### config.mk
export PLATFORM = sky130hd
export DESIGN_NAME = decode_unit_flat
export DESIGN_NICKNAME = d
export VERILOG_FILES = /design/src/rtl/decode_unit_if.sv /design/src/rtl/decode_unit.sv /design/src/flat_wrapper.sv
export SDC_FILE = /design/constraint.sdc
export NUM_CORES = 1
export LEC_CHECK = 0
export ABC_AREA = 1
export CAP_MARGIN = 25
export CORE_UTILIZATION = 23
export CTS_CLUSTER_SIZE = 16
export DETAILED_ROUTE_END_ITERATION = 8
export GPL_ROUTABILITY_DRIVEN = 0
export GPL_TIMING_DRIVEN = 0
export PLACE_DENSITY_LB_ADDON = 0.2
export SLEW_MARGIN = 15
export SYNTH_ARGS = -nofsm -noshare
export SYNTH_HDL_FRONTEND = slang
export SYNTH_SLANG_ARGS = --single-unit
export TNS_END_PERCENT = 1
### constraint.sdc
create_clock -name clk -period 2.25 [get_ports clk]
set_clock_uncertainty 0.2 [all_clocks]
set_input_delay 0.45 -clock clk [delete_from_list [all_inputs] [get_ports clk]]
set_output_delay 0.45 -clock clk [all_outputs]
set_load 0.02 [all_outputs]
### src/rtl/decode_unit_if.sv
// Instruction-in / decoded-bundle-out handshake bundle for decode_unit.
// The master side offers instructions and consumes bundles; the slave side
// is the decoder itself.
interface decode_unit_if #(
  parameter int REG_BITS = 5
) ();
  logic                in_valid;
  logic [31:0]         instruction;
  logic                in_ready;
  logic                flush;
  logic                out_ready;
  logic                out_valid;
  logic [1:0]          alu_op;
  logic [REG_BITS-1:0] reg_a;
  logic [REG_BITS-1:0] reg_b;
  logic [REG_BITS-1:0] reg_d;
  logic [31:0]         imm;
  logic                is_immediate;
  logic                reg_write;
  logic                mem_read;
  logic                mem_write;
  logic                mem_byte;
  logic                branch;
  logic                jump;
  logic                illegal;

  modport master (
    output in_valid, instruction, flush, out_ready,
    input  in_ready, out_valid, alu_op, reg_a, reg_b, reg_d, imm,
           is_immediate, reg_write, mem_read, mem_write, mem_byte,
           branch, jump, illegal
  );

  modport slave (
    input  in_valid, instruction, flush, out_ready,
    output in_ready, out_valid, alu_op, reg_a, reg_b, reg_d, imm,
           is_immediate, reg_write, mem_read, mem_write, mem_byte,
           branch, jump, illegal
  );
endinterface

### src/rtl/decode_unit.sv
// Single-stage instruction decoder with a registered output bundle and a
// one-entry scoreboard that stalls consumers of an in-flight load or MUL
// result. A second load/MUL is also held off while an entry is pending.
module decode_unit #(
  parameter int REG_BITS = 5,
  parameter int LD_LAT   = 1,
  parameter int MUL_LAT  = 4
) (
  input logic         clk,
  input logic         reset,
  decode_unit_if.slave bus
);

  localparam logic [6:0] OP_ADD  = 7'h00;
  localparam logic [6:0] OP_SUB  = 7'h01;
  localparam logic [6:0] OP_MUL  = 7'h02;
  localparam logic [6:0] OP_LDB  = 7'h10;
  localparam logic [6:0] OP_LDW  = 7'h11;
  localparam logic [6:0] OP_STB  = 7'h12;
  localparam logic [6:0] OP_STW  = 7'h13;
  localparam logic [6:0] OP_MOV  = 7'h14;
  localparam logic [6:0] OP_BEQ  = 7'h30;
  localparam logic [6:0] OP_JUMP = 7'h31;

  localparam int CNT_MAX = (LD_LAT > MUL_LAT) ? LD_LAT : MUL_LAT;
  localparam int CNT_W   = (CNT_MAX < 2) ? 1 : $clog2(CNT_MAX + 1);
  localparam logic [CNT_W-1:0] LD_CNT  = CNT_W'(LD_LAT);
  localparam logic [CNT_W-1:0] MUL_CNT = CNT_W'(MUL_LAT);
  localparam logic [CNT_W-1:0] CNT_ONE = CNT_W'(1);

  typedef struct packed {
    logic [1:0]          alu_op;
    logic [REG_BITS-1:0] reg_a;
    logic [REG_BITS-1:0] reg_b;
    logic [REG_BITS-1:0] reg_d;
    logic [31:0]         imm;
    logic                is_immediate;
    logic                reg_write;
    logic                mem_read;
    logic                mem_write;
    logic                mem_byte;
    logic                branch;
    logic                jump;
    logic                illegal;
  } bundle_t;

  function automatic logic [31:0] sext15(input logic [14:0] v);
    sext15 = {{17{v[14]}}, v};
  endfunction

  function automatic logic [31:0] sext20(input logic [19:0] v);
    sext20 = {{12{v[19]}}, v};
  endfunction

  function automatic logic [31:0] sext25(input logic [24:0] v);
    sext25 = {{7{v[24]}}, v};
  endfunction

  logic [6:0]          opcode_s;
  logic [REG_BITS-1:0] fld_d_s;
  logic [REG_BITS-1:0] fld_a_s;
  logic [REG_BITS-1:0] fld_b_s;
  bundle_t             dec_s;
  logic                wr_s;
  logic                rd_a_s;
  logic                rd_b_s;
  logic                is_ld_s;
  logic                is_mul_s;
  logic                src_hit_s;
  logic                hazard_s;
  logic                in_ready_s;
  logic                accept_s;
  logic                issue_s;

  bundle_t             bundle_q, bundle_d;
  logic                valid_q, valid_d;
  logic [REG_BITS-1:0] pend_reg_q, pend_reg_d;
  logic [CNT_W-1:0]    pend_cnt_q, pend_cnt_d;

  assign opcode_s = bus.instruction[31:25];
  assign fld_d_s  = REG_BITS'(bus.instruction[24:20]);
  assign fld_a_s  = REG_BITS'(bus.instruction[19:15]);
  assign fld_b_s  = REG_BITS'(bus.instruction[14:10]);

  // Decode the offered instruction word into a bundle plus its source-read set.
  always_comb begin
    dec_s    = '0;
    wr_s     = 1'b0;
    rd_a_s   = 1'b0;
    rd_b_s   = 1'b0;
    is_ld_s  = 1'b0;
    is_mul_s = 1'b0;
    case (opcode_s)
      OP_ADD, OP_SUB, OP_MUL: begin
        dec_s.reg_d  = fld_d_s;
        dec_s.reg_a  = fld_a_s;
        dec_s.reg_b  = fld_b_s;
        dec_s.alu_op = (opcode_s == OP_ADD) ? 2'b00 :
                       (opcode_s == OP_SUB) ? 2'b01 : 2'b10;
        wr_s         = 1'b1;
        rd_a_s       = 1'b1;
        rd_b_s       = 1'b1;
        is_mul_s     = (opcode_s == OP_MUL);
      end
      OP_LDB, OP_LDW: begin
        dec_s.reg_d        = fld_d_s;
        dec_s.reg_a        = fld_a_s;
        dec_s.imm          = sext15(bus.instruction[14:0]);
        dec_s.is_immediate = 1'b1;
        dec_s.mem_read     = 1'b1;
        dec_s.mem_byte     = (opcode_s == OP_LDB);
        wr_s               = 1'b1;
        rd_a_s             = 1'b1;
        is_ld_s            = 1'b1;
      end
      OP_STB, OP_STW: begin
        // Stores carry the data register in the destination field.
        dec_s.reg_a        = fld_a_s;
        dec_s.reg_b        = fld_d_s;
        dec_s.imm          = sext15(bus.instruction[14:0]);
        dec_s.is_immediate = 1'b1;
        dec_s.mem_write    = 1'b1;
        dec_s.mem_byte     = (opcode_s == OP_STB);
        rd_a_s             = 1'b1;
        rd_b_s             = 1'b1;
      end
      OP_MOV: begin
        dec_s.reg_d        = fld_d_s;
        dec_s.imm          = sext20(bus.instruction[19:0]);
        dec_s.alu_op       = 2'b11;
        dec_s.is_immediate = 1'b1;
        wr_s               = 1'b1;
      end
      OP_BEQ: begin
        dec_s.reg_a  = fld_a_s;
        dec_s.reg_b  = fld_b_s;
        dec_s.imm    = sext15({bus.instruction[24:20], bus.instruction[9:0]});
        dec_s.alu_op = 2'b01;
        dec_s.branch = 1'b1;
        rd_a_s       = 1'b1;
        rd_b_s       = 1'b1;
      end
      OP_JUMP: begin
        dec_s.imm  = sext25(bus.instruction[24:0]);
        dec_s.jump = 1'b1;
      end
      default: begin
        dec_s.illegal = 1'b1;
      end
    endcase
    // Writes to register 0 are discarded.
    dec_s.reg_write = wr_s & (dec_s.reg_d != '0);
  end

  // Stall when the offered instruction reads the pending register or would
  // need a second scoreboard entry.
  always_comb begin
    src_hit_s = (rd_a_s && (dec_s.reg_a != '0) && (dec_s.reg_a == pend_reg_q)) ||
                (rd_b_s && (dec_s.reg_b != '0) && (dec_s.reg_b == pend_reg_q));
    hazard_s  = bus.in_valid && (pend_cnt_q != '0) && (src_hit_s || is_ld_s || is_mul_s);
  end

  assign in_ready_s = (!valid_q || bus.out_ready) && !hazard_s && !bus.flush && !reset;
  assign accept_s   = bus.in_valid && in_ready_s;
  assign issue_s    = valid_q && bus.out_ready;

  // Next-state for the output stage and scoreboard; flush wins over all else.
  always_comb begin
    bundle_d   = bundle_q;
    valid_d    = valid_q;
    pend_reg_d = pend_reg_q;
    pend_cnt_d = pend_cnt_q;
    if (bus.flush) begin
      valid_d    = 1'b0;
      pend_cnt_d = '0;
    end else begin
      if (accept_s) begin
        bundle_d = dec_s;
        valid_d  = 1'b1;
      end else if (issue_s) begin
        valid_d  = 1'b0;
      end else begin
        valid_d  = valid_q;
      end
      if (issue_s && bundle_q.reg_write && bundle_q.mem_read) begin
        pend_reg_d = bundle_q.reg_d;
        pend_cnt_d = LD_CNT;
      end else if (issue_s && bundle_q.reg_write && (bundle_q.alu_op == 2'b10)) begin
        pend_reg_d = bundle_q.reg_d;
        pend_cnt_d = MUL_CNT;
      end else if (pend_cnt_q != '0) begin
        pend_cnt_d = pend_cnt_q - CNT_ONE;
      end else begin
        pend_cnt_d = pend_cnt_q;
      end
    end
  end

  // State registers with asynchronous clear.
  always_ff @(posedge clk or posedge reset) begin
    if (reset) begin
      bundle_q   <= '0;
      valid_q    <= 1'b0;
      pend_reg_q <= '0;
      pend_cnt_q <= '0;
    end else begin
      bundle_q   <= bundle_d;
      valid_q    <= valid_d;
      pend_reg_q <= pend_reg_d;
      pend_cnt_q <= pend_cnt_d;
    end
  end

  assign bus.in_ready     = in_ready_s;
  assign bus.out_valid    = valid_q;
  assign bus.alu_op       = bundle_q.alu_op;
  assign bus.reg_a        = bundle_q.reg_a;
  assign bus.reg_b        = bundle_q.reg_b;
  assign bus.reg_d        = bundle_q.reg_d;
  assign bus.imm          = bundle_q.imm;
  assign bus.is_immediate = bundle_q.is_immediate;
  assign bus.reg_write    = bundle_q.reg_write;
  assign bus.mem_read     = bundle_q.mem_read;
  assign bus.mem_write    = bundle_q.mem_write;
  assign bus.mem_byte     = bundle_q.mem_byte;
  assign bus.branch       = bundle_q.branch;
  assign bus.jump         = bundle_q.jump;
  assign bus.illegal      = bundle_q.illegal;

endmodule

### src/flat_wrapper.sv
// flat-port wrapper written by rule: the top's interface ports become plain ports
module decode_unit_flat 
#(
  parameter int REG_BITS = 5,
  parameter int LD_LAT   = 1,
  parameter int MUL_LAT  = 4
)
  (clk, reset, bus_in_valid, bus_instruction, bus_flush, bus_out_ready, bus_in_ready, bus_out_valid, bus_alu_op, bus_reg_a, bus_reg_b, bus_reg_d, bus_imm, bus_is_immediate, bus_reg_write, bus_mem_read, bus_mem_write, bus_mem_byte, bus_branch, bus_jump, bus_illegal);
  decode_unit_if #(.REG_BITS(REG_BITS)) bus_i ();
  input logic clk;
  input logic reset;
  input wire logic [$bits(bus_i.in_valid)-1:0] bus_in_valid;
  input wire logic [$bits(bus_i.instruction)-1:0] bus_instruction;
  input wire logic [$bits(bus_i.flush)-1:0] bus_flush;
  input wire logic [$bits(bus_i.out_ready)-1:0] bus_out_ready;
  output wire logic [$bits(bus_i.in_ready)-1:0] bus_in_ready;
  output wire logic [$bits(bus_i.out_valid)-1:0] bus_out_valid;
  output wire logic [$bits(bus_i.alu_op)-1:0] bus_alu_op;
  output wire logic [$bits(bus_i.reg_a)-1:0] bus_reg_a;
  output wire logic [$bits(bus_i.reg_b)-1:0] bus_reg_b;
  output wire logic [$bits(bus_i.reg_d)-1:0] bus_reg_d;
  output wire logic [$bits(bus_i.imm)-1:0] bus_imm;
  output wire logic [$bits(bus_i.is_immediate)-1:0] bus_is_immediate;
  output wire logic [$bits(bus_i.reg_write)-1:0] bus_reg_write;
  output wire logic [$bits(bus_i.mem_read)-1:0] bus_mem_read;
  output wire logic [$bits(bus_i.mem_write)-1:0] bus_mem_write;
  output wire logic [$bits(bus_i.mem_byte)-1:0] bus_mem_byte;
  output wire logic [$bits(bus_i.branch)-1:0] bus_branch;
  output wire logic [$bits(bus_i.jump)-1:0] bus_jump;
  output wire logic [$bits(bus_i.illegal)-1:0] bus_illegal;
  assign bus_i.in_valid = bus_in_valid;
  assign bus_i.instruction = bus_instruction;
  assign bus_i.flush = bus_flush;
  assign bus_i.out_ready = bus_out_ready;
  assign bus_in_ready = bus_i.in_ready;
  assign bus_out_valid = bus_i.out_valid;
  assign bus_alu_op = bus_i.alu_op;
  assign bus_reg_a = bus_i.reg_a;
  assign bus_reg_b = bus_i.reg_b;
  assign bus_reg_d = bus_i.reg_d;
  assign bus_imm = bus_i.imm;
  assign bus_is_immediate = bus_i.is_immediate;
  assign bus_reg_write = bus_i.reg_write;
  assign bus_mem_read = bus_i.mem_read;
  assign bus_mem_write = bus_i.mem_write;
  assign bus_mem_byte = bus_i.mem_byte;
  assign bus_branch = bus_i.branch;
  assign bus_jump = bus_i.jump;
  assign bus_illegal = bus_i.illegal;
  decode_unit #(.REG_BITS(REG_BITS), .LD_LAT(LD_LAT), .MUL_LAT(MUL_LAT)) u_core (.clk(clk), .reset(reset), .bus(bus_i));
endmodule
==> results of run 1 <==
==> worst max-delay path by stage <==
stage,slack [ns],start,to,depth (start not counted)
5_1_grt,-0.59,bus_instruction[30],bus_in_ready,15
3_5_place_dp,-1.46,bus_instruction[25],bus_in_ready,16
3_3_place_gp,-1.45,bus_instruction[25],bus_in_ready,16
4_1_cts,-0.43,bus_instruction[31],bus_in_ready,17
2_1_floorplan,-0.08,bus_instruction[30],bus_in_ready,15
6_report,-0.45,bus_instruction[29],bus_in_ready,17
==> state kept, by name, summed over array words and instances, names as in the netlist <==
name / flops
u_core.bus.alu_op: 2
u_core.bus.branch: 1
u_core.bus.illegal: 1
u_core.bus.imm: 25
u_core.bus.is_immediate: 1
u_core.bus.jump: 1
u_core.bus.mem_byte: 1
u_core.bus.mem_read: 1
u_core.bus.mem_write: 1
u_core.bus.out_valid: 1
u_core.bus.reg_a: 5
u_core.bus.reg_b: 5
u_core.bus.reg_d: 5
u_core.bus.reg_write: 1
u_core.pend_cnt_q: 3
u_core.pend_reg_q: 5
==> critical path: stages <==
cell and delay [ns]:
buf_2 0.13, inv_1 0.08, nand2_4 0.10, nor2_4 0.06, nor2_2 0.14, nand2_4 0.09, nand2_2 0.08, nand2_2 0.06
buf_4 0.13, nor2_1 0.08, nand2_1 0.06, nand2_1 0.05, nand2_1 0.04, nand3_1 0.10, nand2_2 0.09, a21boi_4 0.17
buf_6 0.14
==> layout make-up <==
class                      count  share of cell area, %
buffer                        28                   3.32
clock buffer                  12                   5.04
inverter                      63                   4.70
multi-input combinational    320                   32.8
sequential                    59                   29.0
tap                          180                   4.43
timing repair buffer         110                   20.7
==> kinds of logic after synthesis <==
| group | Yosys count | synth area share, % |
|---|---|---|
| xor gates and xnor gates | 2 | 0.523 |
| buffers and inverters | 91 | 11.4 |
| and+or+nand+nor | 271 | 35.8 |
| AOI/OAI and AO/OA | 44 | 7.13 |
| muxes | 1 | 0.336 |
| adders and majority gates | 2 | 0.747 |
| DFF | 59 | 44.1 |
==> metal layers <==
metal / track usage [%] / routed length (um)
met4: 8.77 / 354
met1: 19.2 / 4910
met5: 0 / 0
met2: 23.8 / 4900
met3: 4.93 / 788
==> cells in the final DEF (no fill, tap or decap), types with 3 or more instances in the layout <==
cell type and count:
clkbuf_16 9, dfrtp_1 58, o21ai_0 24, nand2_2 13, nand3_1 6, nand2_1 134
inv_1 58, buf_2 9, nand2_4 4, nand4_1 51, nor2_1 41, clkbuf_1 12
nor3_1 3, buf_6 9, buf_4 23, inv_2 3, clkdlybuf4s50_1 86, nor2_4 9
nor2_2 3, a21oi_1 9
==> power groups by stage <==
stage               clock [mW]  sequential, mW  combinational, mW
finish                    1.22            1.16              0.544
global route              1.30            1.16              0.598
CTS                       1.26            1.16              0.531
detailed placement           0            1.17              0.512
global placement             0            1.17              0.502
floorplan                    0            1.20              0.251
==> metrics by stage <==
| step | setup slack, ns | power [mW] | cells | area [um2] |
|---|---|---|---|---|
| 3_3_place_gp | -1.45 | 1.67 | 744 | 4560 |
| 2_1_floorplan | -0.0782 | 1.46 | 470 | 3390 |
| 5_1_grt | -0.590 | 3.06 | 772 | 5090 |
| 3_5_place_dp | -1.46 | 1.68 | 744 | 4570 |
| 6_report | -0.450 | 2.92 | 772 | 5090 |
| 4_1_cts | -0.432 | 2.95 | 770 | 5000 |
==> what timing repair did <==
item	4_1_cts	5_1_grt
resized for setup	69	18
pin swaps	23	12
setup endpoints to repair	54	52
buffers inserted	14	2
hold buffers	0	0
==> impl_metrics.tcl, run 1 <==
set metrics [dict create \
    syn_avg_cell_area_um2 7.13 \
    p_seq_share_pct 39.5 \
    multiInputGateArea_um2 1670 \
    pwr-share-comb_pct 18.6 \
    cts-buffers-inserted 9 \
    yosysWarnings 0 \
    cts.sinks 59 \
    gr-total-overflow 0 \
    grt_pass1_wl_um 17400 \
    cp.arrival_ns 2.05 \
    hold_path_depth 2 \
    async_flop_share_pct 100 \
    maxCapViolCount 0 \
    grt_pass1_vias 3442 \
    setup_viol 52 \
    grt_max_degree 60 \
    regToRegStartpoint "u_core.pend_reg_q[0]$_DFFE_PP0P_" \
    netlist_instances 470 \
    netlist_top_cells_count "150 x nand2_1, 61 x inv_1, 59 x dfrtp_1" \
    dr.pass1.iters 4 \
    ff2ff_setup_slack_ns 0.06 \
    criticalPathCategory "input port to primary output" \
    period_share_pct 120 \
    grt_antenna_before_repair 0 \
    report.final.slew_viol_count 0 \
    status "finished, violations left" \
    via_per_inst 4.54 \
    hold_class "register to register" \
    synth-edff-count 0 \
    min_from "u_core.bus.reg_b[4]$_DFFE_PP0P_" \
    fp-row-count 43 \
    grt_usage_pct 15.5 \
    power_density_nw_per_um2 575 \
    mappedNetlistArea_um2 3350 \
    ys_seq_elements 59 \
    ant_nets 0 \
    die_x_um 123 \
    num_antenna_cells 0 \
    synth.most_common_cell "nand2_1" \
    routed_wl_um 11000 \
    area.growth.synth_to_final_pct 51.8 \
    route.detailed.drc 0 \
    utilization_pct 36.2 \
    power_leakage_nw 2.61 \
    peakVddDrop_mv 0.281 \
    yosys.area.top_type "dfrtp_1" \
    fmax_mhz 370 \
    start_util_pct 23.9 \
    rsz0062_at_grt "yes" \
    cts_tree "done" \
    path_clk_slew_ns 0.05 \
    finalSetupTns_ns -10.51 \
    synth_top_area_share_pct 44.1 \
    io_pins 96 \
    dp_hpwl_um 8240 \
    holdWs_ns 0.264 \
    finalHoldViolations 0 \
    worstRegToRegCells 12 \
    maxSlewHeadroom_pct 49.4 \
    clk_latency_ns 0.34 \
    syn-num-nets 509 \
    via_count 3504 \
    wl_per_cell_um 14.2 \
    portBuffers 94 \
    finalNetCount 630 \
    dieArea_um2 15100 \
    switching_share_pct 27.4 \
    p_int_mw 2.12 \
    yosysSeqAreaShare_pct 44.1 \
    min_period_ns 2.70 \
    hold-path-endpoint "u_core.bus.reg_b[4]$_DFFE_PP0P_" \
    switchingPower_uw 800 \
    fillers 1468 \
    drive_gt1_share_pct 16.0 \
    final.setup.worst_slack_ns -0.450 \
    tightestPinTransition_ns 0.759 \
    seqCellArea_um2 1480 \
    critPathMaxFanout 6 \
    synthTopCellsByArea "dfrtp_1 44%, nand2_1 17%, nand4_1 9.5%, inv_1 6.8%, nor2_1 5.3%" \
    cts_root_buf "clkbuf_16" \
    ys.flop_type "dfrtp_1" \
    clock_tree.htree_level_count 3 \
    reg2reg_to "u_core.bus.branch$_DFFE_PP0P_" \
    core_um2 14000 \
    worstPathRequired_ns 1.60 \
    p_clk_share_pct 41.9 \
    ys_types 29 \
    crit_path_start_kind "input port" \
    violations "negative setup slack" \
    drtIter0Drc 135 \
    dieHeight_um 123 \
    end_kind "primary output" \
    cts_buffer_depth 2 \
]
(Power assumes the default switching activity.)
==> run 2: changes to the inputs <==
--- a/config.mk
+++ b/config.mk
@@ -6,7 +6,7 @@
 export NUM_CORES = 1
 export LEC_CHECK = 0
 export ABC_AREA = 1
-export CAP_MARGIN = 25
+export CAP_MARGIN = 10
 export CORE_UTILIZATION = 23
 export CTS_CLUSTER_SIZE = 16
 export DETAILED_ROUTE_END_ITERATION = 8
==> results of run 2 <==
Same layout as run 1: the final DEF is identical, and so are final timing and power.
==> edit 1: new RTL, flow settings as in run 2 <==
`LD_LAT` is set to 1 in 2 places; all go to 2.
--- a/src/rtl/decode_unit.sv
+++ b/src/rtl/decode_unit.sv
@@ -3,7 +3,7 @@
 // result. A second load/MUL is also held off while an entry is pending.
 module decode_unit #(
   parameter int REG_BITS = 5,
-  parameter int LD_LAT   = 1,
+  parameter int LD_LAT   = 2,
   parameter int MUL_LAT  = 4
 ) (
   input logic         clk,
--- a/src/flat_wrapper.sv
+++ b/src/flat_wrapper.sv
@@ -2,7 +2,7 @@
 module decode_unit_flat 
 #(
   parameter int REG_BITS = 5,
-  parameter int LD_LAT   = 1,
+  parameter int LD_LAT   = 2,
   parameter int MUL_LAT  = 4
 )
   (clk, reset, bus_in_valid, bus_instruction, bus_flush, bus_out_ready, bus_in_ready, bus_out_valid, bus_alu_op, bus_reg_a, bus_reg_b, bus_reg_d, bus_imm, bus_is_immediate, bus_reg_write, bus_mem_read, bus_mem_write, bus_mem_byte, bus_branch, bus_jump, bus_illegal);
Check against the original RTL: not equivalent (a bounded check fails within 4 cycles, from zero or initial values and one cycle with reset high).
==> edit 1 against run 2 <==
- the run still ends with negative setup slack left
- sequential cell count unchanged
- synthesized cell count decreased by 0.21%
- power increased by 13%
- count of clock-buffer cells in the layout decreased by 3
- cell area increased by 0.98%
- via count increased by 1.2%
- wire length increased by 2.3%
- worst setup slack got worse by 0.00091 ns
- combinational power increased by 3%
- synthesized area increased by 0.34%
==> edit 1: results (changes against run 2) <==
<table>
<tr><th>Metric</th><th>Value</th></tr>
<tr><th colspan="2">Finish</th></tr>
<tr><td>Count of fill cells added during filler insertion</td><td>1,508 (was 1,468)</td></tr>
<tr><td>Final #Nets</td><td>629 (was 630)</td></tr>
<tr><th colspan="2">Status</th></tr>
<tr><td>Violated checks</td><td>negative setup slack (unchanged)</td></tr>
<tr><td>Outcome</td><td>complete, but fails checks (unchanged)</td></tr>
<tr><th colspan="2">Critical path</th></tr>
<tr><td>Crit path launch</td><td>bus_out_ready (was bus_instruction[29])</td></tr>
<tr><td>Register-to-register setup slack</td><td>0.10 ns (was 0.06 ns)</td></tr>
<tr><td>Capturing point of the worst reg2reg path</td><td>u_core.bus.imm[4]$_DFFE_PP0P_ (was u_core.bus.branch$_DFFE_PP0P_)</td></tr>
<tr><th colspan="2">Logic synthesis</th></tr>
<tr><td>Total nets after synthesis</td><td>508 (was 509)</td></tr>
<tr><td>Number of different library cells in the post-synthesis netlist</td><td>28 (was 29)</td></tr>
<tr><th colspan="2">Timing</th></tr>
<tr><td>Tightest hold margin</td><td>0.270 ns (was 0.264 ns)</td></tr>
<tr><td>Smallest setup slack after layout</td><td>-0.451 ns (was -0.450 ns)</td></tr>
<tr><td>Total of endpoints with negative setup slack in the final report</td><td>52 (unchanged)</td></tr>
<tr><th colspan="2">Worst hold path</th></tr>
<tr><td>Launch instance of the worst min-delay path</td><td>u_core.bus.imm[16]$_DFFE_PP0P_ (was u_core.bus.reg_b[4]$_DFFE_PP0P_)</td></tr>
<tr><th colspan="2">Placement</th></tr>
<tr><td>Post-placement cell count</td><td>743 (was 744)</td></tr>
<tr><td>Half-perimeter wire length of the detailed placement result</td><td>8280 um (was 8240 um)</td></tr>
<tr><th colspan="2">Clock network</th></tr>
<tr><td>Post-CTS Setup Inserts</td><td>15 (was 14)</td></tr>
<tr><th colspan="2">Drt</th></tr>
<tr><td>Mean number of vias per cell</td><td>4.58 (was 4.54)</td></tr>
<tr><td>Router iterations before antenna repair</td><td>5 (was 4)</td></tr>
<tr><td>Via total after detailed routing</td><td>3,546 (was 3,504)</td></tr>
<tr><th colspan="2">Global route</th></tr>
<tr><td>Total global routing track utilization</td><td>0.156 (was 0.155)</td></tr>
</table>
==> edit 1: cell types whose count changed after synthesis <==
cell	delta
sky130_fd_sc_hd__nand2_1	-2
sky130_fd_sc_hd__buf_2	-5
sky130_fd_sc_hd__inv_1	-1
sky130_fd_sc_hd__nand3_1	+1
sky130_fd_sc_hd__o31ai_1	-1
sky130_fd_sc_hd__xor2_1	+1
sky130_fd_sc_hd__a21o_1	-1
sky130_fd_sc_hd__nor3_1	+1
sky130_fd_sc_hd__buf_4	+5
sky130_fd_sc_hd__nand2_2	+1
==> edit 1: cell families after synthesis <==
logic type	count (synthesis)	share of synthesized area
and+or+nand+nor	272	0.360
buffers and inverters	90	0.116
DFF	59	0.439
AOI/OAI and AO/OA	42	0.0666
xor gates and xnor gates	3	0.00782
adders and majority gates	2	0.00744
muxes	1	0.00335
==> edit 1: per-stage QoR <==
stage,power (W),instance area (sq um),setup TNS (ns),setup WS (ns)
detailed placement,0.00172,4570,-58.65,-1.45
finish,0.00330,5140,-11.54,-0.451
CTS,0.00333,5120,-13.30,-0.436
global route,0.00345,5140,-16.45,-0.554
global placement,0.00170,4570,-123.54,-1.46
floorplan,0.00149,3400,-1.07,-0.0782
==> edit 1: final cells by class <==
type / instances / area (sq um) / share of cell area
Multi-Input combinational cell: 320 / 1650 / 0.320
Clock buffer: 9 / 225 / 0.0438
Buffer: 28 / 160 / 0.0312
Clock inverter: 7 / 116 / 0.0226
Timing Repair Buffer: 110 / 1050 / 0.205
Tap cell: 180 / 225 / 0.0438
Inverter: 62 / 235 / 0.0458
Sequential cell: 59 / 1480 / 0.288
==> edit 1: worst max-delay path, delay by kind of cell <==
kind / cells / cell delay, ns
AOI/OAI and AO/OA: 1 / 0.30
and+or+nand+nor: 2 / 0.65
buffers and inverters: 2 / 0.64
==> edit 1: how the worst max path moves through the flow <==
stage / endpoint / slack, ns / depth (start not counted)
2_1_floorplan: bus_in_ready / -0.08 / 15
3_3_place_gp: bus_in_ready / -1.46 / 16
3_5_place_dp: bus_in_ready / -1.45 / 16
4_1_cts: bus_in_ready / -0.44 / 17
5_1_grt: bus_in_ready / -0.55 / 16
6_report: bus_in_ready / -0.45 / 5
==> edit 1: layer usage <==
layer | vias up | GRT usage | wire (um)
li1 | 1750 | - | -
met1 | 1657 | 0.201 | 5060
met2 | 117 | 0.243 | 5050
met3 | 22 | 0.0429 | 792
met4 | 0 | 0.0686 | 305
met5 | - | 0 | 0
==> edit 1: where the power goes <==
part / total, W / internal (W) / switching (W)
clock network: 0.00158 / 0.00108 / 0.000502
registers: 0.00116 / 0.00112 / 0.0000359
logic: 0.000562 / 0.000232 / 0.000330
total: 0.00330 / 0.00243 / 0.000868
==> edit 2: new RTL, config.mk and constraints of run 2 <==
Without the edit above. Reset style: synchronous (`reset`), changed in one clocked block. Comments in the files are not updated.
--- a/src/rtl/decode_unit.sv
+++ b/src/rtl/decode_unit.sv
@@ -197,7 +197,7 @@
   end
 
   // State registers with asynchronous clear.
-  always_ff @(posedge clk or posedge reset) begin
+  always_ff @(posedge clk) begin
     if (reset) begin
       bundle_q   <= '0;
       valid_q    <= 1'b0;
Behaviour: differs if reset is asserted again (counterexample within 4 cycles, from zero or initial values and one cycle with reset high); with reset held inactive, the same outputs for 4 cycles.
==> edit 2 against run 2 <==
- the run still ends with negative setup slack left
- synthesized area up 2.5%
- sequential cell count unchanged
- worst setup slack better by 0.012 ns
- cell area up 5.3%
- wire length up 6.4%
- maximum frequency up 0.44%
- synthesized cell count up 23%
- power up 0.52%
- non-clock buffer count up 14
- critical path depth down 4
- via count up 11%
- first-iteration DRC count up 11%
- critical endpoint unchanged
==> edit 2: results (changes against run 2) <==
<table>
<tr><th>Metric</th><th>Value</th></tr>
<tr><th colspan="2">Critical path</th></tr>
<tr><td>Worst reg2reg path startpoint</td><td>u_core.pend_reg_q[3]$_SDFFE_PP0P_ (was u_core.pend_reg_q[0]$_DFFE_PP0P_)</td></tr>
<tr><td>Number of cells on the worst reg-to-reg path</td><td>15 (was 12)</td></tr>
<tr><td>Delay of the slowest cell on the worst path</td><td>0.19 ns (was 0.17 ns)</td></tr>
<tr><td>Register-to-register setup slack</td><td>0.02 ns (was 0.06 ns)</td></tr>
<tr><td>Worst-path cell with the longest stage delay</td><td>sky130_fd_sc_hd__nor2_4 (was sky130_fd_sc_hd__a21boi_4)</td></tr>
<tr><th colspan="2">Global route</th></tr>
<tr><td>Number of global-route vias before repair</td><td>3,830 (was 3,442)</td></tr>
<tr><td>First-pass GRT wire length</td><td>18,500 um (was 17,400 um)</td></tr>
<tr><th colspan="2">Logic synthesis</th></tr>
<tr><td>Total nets after synthesis</td><td>616 (was 509)</td></tr>
<tr><td>Fraction of the yosys area taken by sequential cells</td><td>0.344 (was 0.441)</td></tr>
<tr><th colspan="2">Timing</th></tr>
<tr><td>Smallest setup slack after layout</td><td>-0.438 ns (was -0.450 ns)</td></tr>
<tr><td>Setup TNS</td><td>-10.40 ns (was -10.51 ns)</td></tr>
<tr><td>Total of endpoints with negative setup slack in the final report</td><td>52 (unchanged)</td></tr>
<tr><th colspan="2">Finish</th></tr>
<tr><td>Layout cell share with drive strength beyond 1</td><td>0.199 (was 0.160)</td></tr>
<tr><td>Count of fill cells added during filler insertion</td><td>1,576 (was 1,468)</td></tr>
<tr><th colspan="2">Power and ir drop</th></tr>
<tr><td>Largest vdd supply drop</td><td>0.309 mV (was 0.281 mV)</td></tr>
<tr><td>Net Sw Power</td><td>0.000822 W (was 0.000800 W)</td></tr>
<tr><td>Leak pwr</td><td>2.64 nW (was 2.61 nW)</td></tr>
<tr><th colspan="2">Status</th></tr>
<tr><td>Violated checks</td><td>negative setup slack (unchanged)</td></tr>
<tr><td>Outcome</td><td>complete, but fails checks (unchanged)</td></tr>
<tr><th colspan="2">Placement</th></tr>
<tr><td>Placement-stage worst setup slack</td><td>-1.42 ns (was -1.46 ns)</td></tr>
</table>
-- edit 2: cell count changes after synthesis, sizes merged, moves of 19 or more --
cell / run 2 / this run
dfrtp: 59 / 0
dfxtp: 0 / 59
inv: 62 / 121
nand4: 51 / 32
nor2: 53 / 108
-- edit 2: per-layer routing --
| metal | track usage | up-vias | part of all wire |
|---|---|---|---|
| met4 | 0.0551 | 0 | 0.020 |
| met1 | 0.203 | 1728 | 0.45 |
| met5 | 0 | - | 0 |
| li1 | - | 2005 | - |
| met3 | 0.0389 | 21 | 0.067 |
| met2 | 0.254 | 126 | 0.46 |
-- edit 2: stage by stage --
stage	hold slack [ns]	std cells	total power (W)	instance area, sq um	utilization
6_report	0.286	899	0.00294	5360	0.369
5_1_grt	0.310	899	0.00309	5360	0.369
4_1_cts	0.292	897	0.00295	5250	0.361
3_5_place_dp	0.283	855	0.00168	4650	0.320
3_3_place_gp	0.270	855	0.00167	4650	0.320
2_1_floorplan	0.260	577	0.00143	3480	-
-- edit 2: kinds of logic after synthesis --
kind of cell	after synthesis	share of synthesized area
simple gates	320	0.396
fa+ha+maj	2	0.00729
flops	59	0.344
buf+inv	151	0.176
compound gates	43	0.0714
xor+xnor	2	0.00510
-- edit 2: area by class of cell --
cell class,instances,area [sq um],area share
buffer,29,186,0.0348
clock buffer,12,246,0.0460
clock inverter,3,15.0,0.00280
inverter,122,460,0.0859
multi-input combinational,367,1880,0.351
sequential,59,1180,0.221
tap,184,230,0.0430
timing repair buffer,123,1160,0.216
-- edit 2: timing repair --
action,in CTS,in global routing
setup endpoints to repair,52,64
setup buffers,27,2
pin swaps,32,14
gates resized for setup,83,29
